==> config.mk <==
export PLATFORM = sky130hd
export DESIGN_NAME = mul_result_select
export DESIGN_NICKNAME = d
export VERILOG_FILES = /design/src/rtl/mul_result_select.sv
export SDC_FILE = /design/constraint.sdc
export NUM_CORES = 1
export LEC_CHECK = 0
export BUFFER_PORTS_ARGS = -buffer_cell sky130_fd_sc_hd__buf_4
export CAP_MARGIN = 20
export CORE_MARGIN = 2
export CORE_UTILIZATION = 45
export CTS_CLUSTER_SIZE = 25
export DETAILED_ROUTE_END_ITERATION = 10
export HOLD_SLACK_MARGIN = 0.03
export PLACE_DENSITY_LB_ADDON = 0.05
export SLEW_MARGIN = 20
export SYNTH_ARGS = -nofsm -noshare
export SYNTH_HDL_FRONTEND = slang
export SYNTH_SLANG_ARGS = --single-unit
==> constraint.sdc <==
create_clock -name clk -period 2 [get_ports clk]
set_clock_uncertainty 0.1 [all_clocks]
set_input_delay 0 -clock clk [delete_from_list [all_inputs] [get_ports clk]]
set_output_delay 0 -clock clk [all_outputs]
set_load 0.05 [all_outputs]
==> src/rtl/mul_result_select.sv <==
// Result select stage for the vedic multiplier: per-lane sign correction,
// low/high half selection, and a one-entry skid buffer on the output.

// One lane: optionally two's-complement the 2*SEW magnitude, then pick a half.
module mul_result_lane #(
  parameter int SEW = 8
) (
  input  logic [2*SEW-1:0] mag,
  input  logic             negate,
  input  logic             high,
  output logic [SEW-1:0]   res
);
  logic [2*SEW-1:0] fixed;

  // Negation is done at full lane width, so -0 stays 0 and no carry can
  // leave the lane.
  assign fixed = negate ? ({(2*SEW){1'b0}} - mag) : mag;
  assign res   = high ? fixed[2*SEW-1:SEW] : fixed[SEW-1:0];
endmodule

module mul_result_select #(
  parameter int TAG_W = 4
) (
  input  logic             clk,
  input  logic             rst,
  input  logic             in_valid,
  output logic             in_ready,
  input  logic [63:0]      in_product,
  input  logic [3:0]       in_negate,
  input  logic [1:0]       in_precision,
  input  logic [1:0]       in_opcode,
  input  logic [TAG_W-1:0] in_tag,
  output logic             out_valid,
  input  logic             out_ready,
  output logic [31:0]      out_result,
  output logic [TAG_W-1:0] out_tag
);
  logic             high;
  logic [3:0][7:0]  res8;
  logic [1:0][15:0] res16;
  logic [31:0]      res32;
  logic [31:0]      beat_result;

  logic             skid_valid;
  logic [31:0]      skid_result;
  logic [TAG_W-1:0] skid_tag;

  // Any opcode other than MUL returns the high half.
  assign high = |in_opcode;

  // All three lane layouts are computed in parallel; precision picks one.
  for (genvar i = 0; i < 4; i++) begin : g_l8
    mul_result_lane #(.SEW(8)) u_lane (
      .mag    (in_product[16*i +: 16]),
      .negate (in_negate[i]),
      .high   (high),
      .res    (res8[i])
    );
  end

  for (genvar i = 0; i < 2; i++) begin : g_l16
    mul_result_lane #(.SEW(16)) u_lane (
      .mag    (in_product[32*i +: 32]),
      .negate (in_negate[i]),
      .high   (high),
      .res    (res16[i])
    );
  end

  mul_result_lane #(.SEW(32)) u_l32 (
    .mag    (in_product),
    .negate (in_negate[0]),
    .high   (high),
    .res    (res32)
  );

  // Precision mux; the reserved encoding 11 behaves as 32-bit.
  always_comb begin
    beat_result = res32;
    case (in_precision)
      2'b00:   beat_result = res8;
      2'b01:   beat_result = res16;
      default: beat_result = res32;
    endcase
  end

  // in_ready comes straight from the skid flop, no path from out_ready.
  assign in_ready = !skid_valid;

  // Output register plus skid: refill from skid first, otherwise take the
  // new beat; a beat arriving while the output is stalled parks in skid.
  always_ff @(posedge clk or negedge rst) begin
    if (!rst) begin
      out_valid   <= 1'b0;
      out_result  <= '0;
      out_tag     <= '0;
      skid_valid  <= 1'b0;
      skid_result <= '0;
      skid_tag    <= '0;
    end else if (!out_valid || out_ready) begin
      if (skid_valid) begin
        out_valid  <= 1'b1;
        out_result <= skid_result;
        out_tag    <= skid_tag;
        skid_valid <= 1'b0;
      end else if (in_valid) begin
        out_valid  <= 1'b1;
        out_result <= beat_result;
        out_tag    <= in_tag;
      end else begin
        out_valid  <= 1'b0;
      end
    end else if (in_valid && !skid_valid) begin
      skid_valid  <= 1'b1;
      skid_result <= beat_result;
      skid_tag    <= in_tag;
    end
  end
endmodule

* After elaboration in Yosys (flattened, before gate mapping)
Index checks and enable logic that the tools add are counted.
Storage, ports and cells: bits in registers 74, bits in read-only memories 0, RAM bits 0, memories 0, bits in latches 0, bits of input ports 80, word-level logic and storage cells 48, output and inout bits 38
Cells by class: muxes and demuxes 23, $mul 0, divide/modulo/power cells 0, reduce and logical (&&, ||, !) cells 10, eq/ne operators 1, $lt $le $gt $ge 0, shifts and indexed selects 0, bitwise operators 1, add/sub/neg operators 7
Operators by type and width (count):
- two-way mux 32 bit | 5
- two-way mux 16 bit | 6
- two-way mux 64 bit | 1
- one-hot mux 32 bit (2 select lines) | 1
- subtractor 1 x 16 -> 16 bit (first input constant) | 4
- subtractor 1 x 32 -> 32 bit (first input constant) | 2
- subtractor 1 x 64 -> 64 bit (first input constant) | 1
- two-way mux 8 bit | 4
- two-way mux 4 bit | 2
- two-way mux 1 bit | 4
- AND reduction 2 bit | 2
- nonzero test 2 bit | 2
- == test 2 x 1 -> 1 bit (second input constant) | 1
- zero test 1 bit | 2
- zero test 2 bit | 1
- OR reduction 2 bit | 1
- logical AND 1 bit | 1
- logical OR 1 bit | 1
- inverter 1 bit | 1

* Depth between registers and ports, before layout
Gate-level depths: netlist of the first run.
depth after elaboration 6, mapped depth 11, depth with buffers taken out 9

* By module
Synthesis of the first run repeated with hierarchy kept, for this count alone.
Unflattened totals: cell total of the unflattened synthesis 1315, area total of the unflattened synthesis 10742.8 um^2
By module, submodules not included:
- mul_result_select | times used 1, cells each 370, seq. area each 1851.8 um^2, area each 4326.6 um^2
- mul_result_lane (u_l32) | times used 1, cells each 318, seq. area each 0.0 um^2, area each 2100.8 um^2
- mul_result_lane (g_l16[0].u_lane ...) | times used 2, cells each 150, seq. area each 0.0 um^2, area each 1003.5 um^2
- mul_result_lane (g_l8[0].u_lane ...) | times used 3, cells each 82, seq. area each 0.0 um^2, area each 584.3 um^2
- mul_result_lane (g_l8[2].u_lane) | times used 1, cells each 81, seq. area each 0.0 um^2, area each 555.5 um^2

* Worst setup path before layout of the first run
Ideal clock, no wire load.
kind in2reg, from in in_product[32], to reg out_result[28], stages on the path 11, buffers on the path 2, setup time 124 ps, data arrival time 2561 ps, path slack -785 ps, data required time 1776 ps, path through clkbuf_1 -> inv_1 -> ha_1 -> or3b_2 -> or4_1 -> clkbuf_1 -> nor4_1 -> o21ai_0 -> o32a_1 -> nor3_1 -> o21ai_1
On the way: cells in the longest elaborated chain, start to end 6, elaborated cells between the ends (all ways) 9, those cells by class add/sub: 2; mux: 7
Ends and longest elaborated chain:
- start: declaration | line 28 | input logic [63:0] in_product,
- subtractor 1 x 64 -> 64 bit or subtractor 1 x 32 -> 32 bit (tied branches) | line 17 | assign fixed = negate ? ({(2*SEW){1'b0}} - mag) : mag;
- two-way mux 64 bit or two-way mux 32 bit (tied branches) | line 17
- two-way mux 32 bit or two-way mux 16 bit (tied branches) | line 18 | assign res = high ? fixed[2*SEW-1:SEW] : fixed[SEW-1:0];
- one-hot mux 32 bit (2 select lines) * | line 80 | case (in_precision)
- two-way mux 32 bit * | line 106 | end else if (in_valid) begin
- two-way mux 32 bit * | line 101 | if (skid_valid) begin
- end signal: assignment | line 103 | out_result <= skid_result;
- end signal: assignment | line 108 | out_result <= beat_result;
- end: declaration | line 35 | output logic [31:0] out_result,
Mark *: on every way between the ends. The rest lies on a longest branch, timed or not. The select of a mux whose other input is x is not followed. A chain may end at the register's enable or synchronous reset.

* Final worst setup path of the first run
from in in_product[12], to reg out_result[5]
On the way: cells in the longest elaborated chain, start to end 6, elaborated cells between the ends (all ways) 12, those cells by class add/sub: 3; mux: 9
Ends and longest elaborated chain (line):
- subtractor 1 x 64 -> 64 bit (tied with other cells) | 17
- two-way mux 64 bit (tied with other cells) | 17
- two-way mux 32 bit (tied with other cells) | 18
- one-hot mux 32 bit (2 select lines) * | 80
- two-way mux 32 bit * | 106
- two-way mux 32 bit * | 101
Marks and branches as above.

==> results of run 1 <==
-- sequential cells by signal (all words and copies together) (netlist names) --
name         count
out_result      32
out_valid        1
skid_valid       1
skid_result     32
skid_tag         4
out_tag          4
-- routing by layer --
layer / GRT usage / up-vias
li1: - / 4639
met1: 0.531 / 4972
met2: 0.632 / 692
met3: 0.113 / 130
met4: 0.175 / 0
met5: 0 / -
-- report_power, final --
group,switching [mW],internal (mW),leakage [nW],total (mW)
Combinational,2.18,1.35,4.32,3.54
Clock,0.636,1.22,0.162,1.85
Sequential,0.223,1.86,0.893,2.08
Total,3.04,4.43,5.37,7.48
-- worst max-delay path: cells and delay by family --
kind / cells / cell delay (ns)
buf+inv: 4 / 0.58
simple gates: 2 / 0.93
compound gates: 4 / 0.92
xor+xnor: 1 / 0.12
-- worst max-delay path by stage --
| stage | from | to | slack, ns | depth (start not counted) |
|---|---|---|---|---|
| 5_1_grt | in_product[12] | out_result[5]$_DFFE_PN0P_ | -0.43 | 11 |
| 6_report | in_product[12] | out_result[5]$_DFFE_PN0P_ | -0.41 | 11 |
| 2_1_floorplan | in_product[5] | out_result[7]$_DFFE_PN0P_ | -0.56 | 10 |
| 3_3_place_gp | in_product[5] | out_result[3]$_DFFE_PN0P_ | -0.72 | 9 |
| 4_1_cts | in_product[12] | skid_result[19]$_DFFE_PN0P_ | -0.31 | 8 |
| 3_5_place_dp | in_product[12] | out_result[3]$_DFFE_PN0P_ | -0.75 | 9 |
-- per-stage QoR --
step / cell area [um^2] / power [mW] / utilization / setup slack [ns]
2_1_floorplan: 8190 / 3.92 / - / -0.563
3_3_place_gp: 11000 / 5.25 / 0.642 / -0.718
3_5_place_dp: 11000 / 5.30 / 0.642 / -0.750
4_1_cts: 12200 / 7.32 / 0.713 / -0.309
5_1_grt: 12500 / 7.78 / 0.729 / -0.430
6_report: 12500 / 7.48 / 0.729 / -0.409
-- timing repair --
item | CTS | global route
gates cloned | 1 | 0
setup endpoints to repair | 63 | 64
setup buffers | 19 | 7
hold buffers | 8 | 0
endpoints found under the hold margin | 88 | 0
pin swaps | 68 | 42
resized for setup | 126 | 54
-- cell families after synthesis --
family,synth area share
AND/OR/NAND/NOR,0.262
AO/OA/AOI/OAI,0.280
multiplexers,0.0374
adder cells (fa/ha/maj),0.00803
XOR/XNOR,0.109
buffers and inverters,0.0653
flip-flops,0.238
-- final cells by class --
cell class                      count  area (um^2)
Multi-Input combinational cell    871         6490
Fill cell                        1370         4640
Timing Repair Buffer              424         3390
Sequential cell                    74         1850
Tap cell                          225          282
Clock buffer                        9          225
Inverter                           26          123
Clock inverter                      6          115
-- layout by cell type (no fill, tap or decap), drive strengths merged, types with 6 or more instances in the layout --
cell,count
a211oi,9
or3,24
nor4,26
dfrtp,74
and3,20
mux2i,19
a21oi,59
o21ai,101
nand2b,7
nand2,114
nor2,73
nand3,33
nand4,17
o31ai,37
buf,416
o221ai,6
o211ai,14
or4,19
o41ai,14
inv,26
dlygate4sd3,8
xor2,47
mux2,9
clkbuf,9
a211o,6
nor3,47
a31oi,31
o21bai,8
xnor2,50
==> metrics.yaml, run 1 <==
status: "complete, but fails checks"
violations: "negative setup slack"
maxSlewHeadroom: 0.372
ir_drop_uv: 903
final_hold_viol_count: 0
route.vias.total: 10400
worst-slew-pin-transition_ns: 0.938
syn_nets: 1161
setup_violations: 62
post-place-cells: 1588
h-tree-depth: 3
grt_pass1_vias: 9919
yosysUniqueCellTypes: 72
antenna_left: 0
finalMaxSlewViolations: 0
clock-sinks: 74
worstRegToRegCells: 5
totalWireLength_um: 38000
fin_ws_ns: -0.409
cp-end-kind: "flop"
synthCells: 1076
place_hpwl_um: 28800
die_area_um2: 18400
routabilityCongestion: 1.08
yosysTopAreaCell: "dfrtp_1"
dr.pass1.iters: 7
synth_ff_type: "dfrtp_1"
num_io_pins: 118
synth-edff-count: 0
chipHeight_um: 136
rsz0062_at_grt: "true"
core_area_um2: 17100
min_period_ns: 2.41
groute.usage.overall: 0.407
path_max_fanout: 5
yosysMostFrequentCell: "nand2_1"
io_buffers: 117
drc: 0
cts-root-buf: "clkbuf_16"
r2r-start: "skid_valid$_DFFE_PN0P_"
async_reset_ff_frac: 1.00
cellPowerDensity_nw_per_um2: 599
drive_above_1_share: 0.422
crit_type: "in2reg"
antennaDiodeCount: 0
syn_area_per_cell_um2: 7.24
instances_no_fill: 1635
fin_tns_setup_ns: -13.17
start_util: 0.455
synth_top_cell_area_share: 0.238
fmax_mhz: 415
antenna_found_initial: 0
nNetsFinal: 1491
cts_buffer_depth: 2
insertion_delay_ns: 0.33
arrival_ns: 2.56
min_path_type: "in2async"
critPathRequiredTime_ns: 2.15
drtIter0Drc: 1221
grt_overflow: 0
grt_max_degree: 47
area_growth_pct: 60.1
synth_area_leaders: "dfrtp_1 24%, o21ai_0 5.7%, xnor2_1 5.6%"
hold_slack_ns: 0.0688
viasPerCell: 6.38
maxCapViolations: 0
grt_pass1_wl_um: 57000
clk_pin_slew_worst_paths_ns: 0.06
worst_setup_path_start_kind: "input port"
synth-seq-cells: 74
die_x_um: 136
ys_warn_count: 0
power.static_leakage_nw: 5.37
netlist_area_um2: 7790
path_cells: "buf_6, or4_4, or3_4, buf_4, buf_12, o41ai_4, xor2_1, buf_4, a22oi_1, o21ai_2, a211oi_1"
wl_met2_um: 16900
wire_per_inst_um: 23.2
finalCritPeriodShare: 1.20
numCtsBuffers: 9
cts_tree: "built"
maxUsedRoutingLayer: "met4"
critPathMaxStageDelay_ns: 0.55
cpMaxStageDelayCell: "or4_4"
r2r-end: "out_result[18]$_DFFE_PN0P_"
ys_seq_area_frac: 0.238
netlist_top_cells_count: "114 x nand2_1, 97 x clkbuf_1, 89 x o21ai_0, 74 x dfrtp_1, 73 x nor2_1"
met3WireLength_um: 4450
r2r_setup_slack_ns: 0.20
crit_top_cell: "buf_4"
num_rows: 48
wl_met1_um: 14900
(Power assumes the default switching activity.)
==> inputs of run 2 (changes only) <==
==> constraint.sdc (replaced) <==
create_clock -name clk -period 3 [get_ports clk]
set_clock_uncertainty 0.1 [all_clocks]
set_input_delay 0 -clock clk [delete_from_list [all_inputs] [get_ports clk]]
set_output_delay 0 -clock clk [all_outputs]
set_load 0.05 [all_outputs]
==> run 2 against run 1 <==
Compared with the run above: the run now ends clean; via count fell by 11%; combinational power fell by 45%; highest routed layer unchanged; wire length fell by 11%; die area did not move; non-clock buffer count fell by 217; critical path type unchanged; clock power fell by 25%; critical path depth fell by 1.
==> metrics.yaml, run 2 (synthesized netlist as in run 1, its figures left out) <==
cts_buffer_depth: 2
cts_tree: "built"
worstRegToRegCells: 8
crit_type: "in2reg"
reg.largest.list: "out_result x32, skid_result x32"
status: "finished clean"
grt_pass1_vias: 8402
holdBufCountCts: 10
critPathRequiredTime_ns: 3.11
io_buffers: 117
fill_cells: 1673
cts_resized: 0
dr.pass1.iters: 6
min_period_ns: 2.79
fmax_mhz: 358
worst-slew-pin-transition_ns: 0.916
min_path_type: "in2reg"
power.static_leakage_nw: 3.96
cp-end-kind: "flop"
totalWireLength_um: 33800
nNetsFinal: 1274
worst-path-stages: 10
drive_above_1_share: 0.203
antennaDiodeCount: 0
crit_end: "out_result[14]$_DFFE_PN0P_"
final_common_cell: "buf_4"
r2r_setup_slack_ns: 0.86
cp_top_family: "simple AND/OR/NAND/NOR gates"
rsz0062_at_grt: "false"
drtIter0Drc: 1047
groute.usage.overall: 0.368
path_cells: "buf_4, inv_1, ha_1, or4b_2, or4_1, o31ai_1, xnor2_1, a221o_1, nor3_1, o21ai_1"
insertion_delay_ns: 0.33
worst_setup_path_start_kind: "input port"
ir_drop_uv: 580
final_hold_viol_count: 0
arrival_ns: 2.90
viasPerCell: 6.54
critPathMaxStageDelay_ns: 0.64
maxCapViolations: 0
grt_max_degree: 75
num_rows: 48
fin_ws_ns: 0.206
core_area_um2: 17100
antenna_found_initial: 0
hold_slack_ns: 0.0799
finalCritPeriodShare: 0.931
cpMaxStageDelayCell: "or4_1"
numCtsBuffers: 9
cts-root-buf: "clkbuf_16"
area_growth_pct: 24.0
grt_pass1_wl_um: 51700
place_hpwl_um: 25500
setup_violations: 0
die_area_um2: 18400
wire_per_inst_um: 23.8
r2r-start: "out_valid$_DFFE_PN0N_"
h-tree-depth: 3
finalMaxSlewViolations: 0
mostFrequentLayoutCells: "195 x buf_4, 114 x nand2_1, 88 x o21ai_0, 74 x dfrtp_1, 72 x nor2_1"
grt_overflow: 0
clk_pin_slew_worst_paths_ns: 0.06
num_io_pins: 118
clock-sinks: 74
routabilityCongestion: 1.00
maxSlewHeadroom: 0.389
dp_slack_ns: -0.00165
route.vias.total: 9280
finalPower_mw: 4.73
start_util: 0.455
post_cts_buffers: 0
drc: 0
cp-startpoint: "in_product[0]"
chipHeight_um: 136
path_buf_inv: 2
antenna_left: 0
r2r-end: "out_result[2]$_DFFE_PN0P_"
path_max_fanout: 4
die_x_um: 136
cellPowerDensity_nw_per_um2: 489
run 2: cell count changes in the layout (fill, tap and decap cells not counted), moves of 9 or more:
cell,previous run,this run
a21oi_1,50,59
nor3_1,36,47
buf_4,387,195
or4_4,10,1
o21ai_1,38,12
o21ai_0,55,88
o31ai_4,19,1
nor3_2,10,0
buf_6,20,0
nor4_1,15,24
or4_1,9,18
o31ai_1,12,36
run 2: power breakdown:
part | internal [mW] | total [mW] | switching, mW
combinational | 0.664 | 1.96 | 1.29
clock | 0.998 | 1.39 | 0.389
sequential | 1.24 | 1.38 | 0.141
total | 2.90 | 4.73 | 1.82
run 2: worst min path at each step:
stage / start / depth (start not counted) / slack, ns / endpoint
after global routing: out_ready / 4 / 0.11 / skid_valid$_DFFE_PN0P_
after floorplan: rst / 0 / -0.40 / out_result[0]$_DFFE_PN0P_
after global placement: rst / 1 / 0.09 / out_result[3]$_DFFE_PN0P_
after CTS: out_ready / 4 / 0.08 / skid_valid$_DFFE_PN0P_
final: out_ready / 4 / 0.08 / skid_valid$_DFFE_PN0P_
after detailed placement: rst / 1 / 0.09 / out_result[3]$_DFFE_PN0P_
run 2: metal layers:
layer,wire length [um],vias to the layer above,GRT usage
met5,0,-,0
met4,1300,0,0.134
met2,14500,643,0.554
met1,14100,4316,0.526
li1,-,4214,-
met3,3900,107,0.0658
run 2: layout make-up:
| type | count | area [um^2] | area share |
|---|---|---|---|
| multi-input cells | 871 | 5450 | 0.563 |
| well taps | 225 | 282 | 0.0291 |
| clock buffers | 10 | 239 | 0.0247 |
| inverters | 26 | 97.6 | 0.0101 |
| repair buffers | 207 | 1600 | 0.166 |
| flip-flops and latches | 74 | 1850 | 0.192 |
| clock inverters | 5 | 150 | 0.0155 |
run 2: metrics by stage:
stage                util  setup TNS (ns)  area (um^2)  std cells
floorplan               -               0         7790       1076
global placement    0.536               0         9180       1393
detailed placement  0.536        -0.00165         9180       1393
CTS                 0.565               0         9670       1418
global route        0.565               0         9670       1418
finish              0.565               0         9670       1418
run 2: worst min-delay path, stage by stage:
cell,delay [ns]
buf_4,0.08
nand2b_1,0.09
buf_4,0.22
nor2_1,0.08
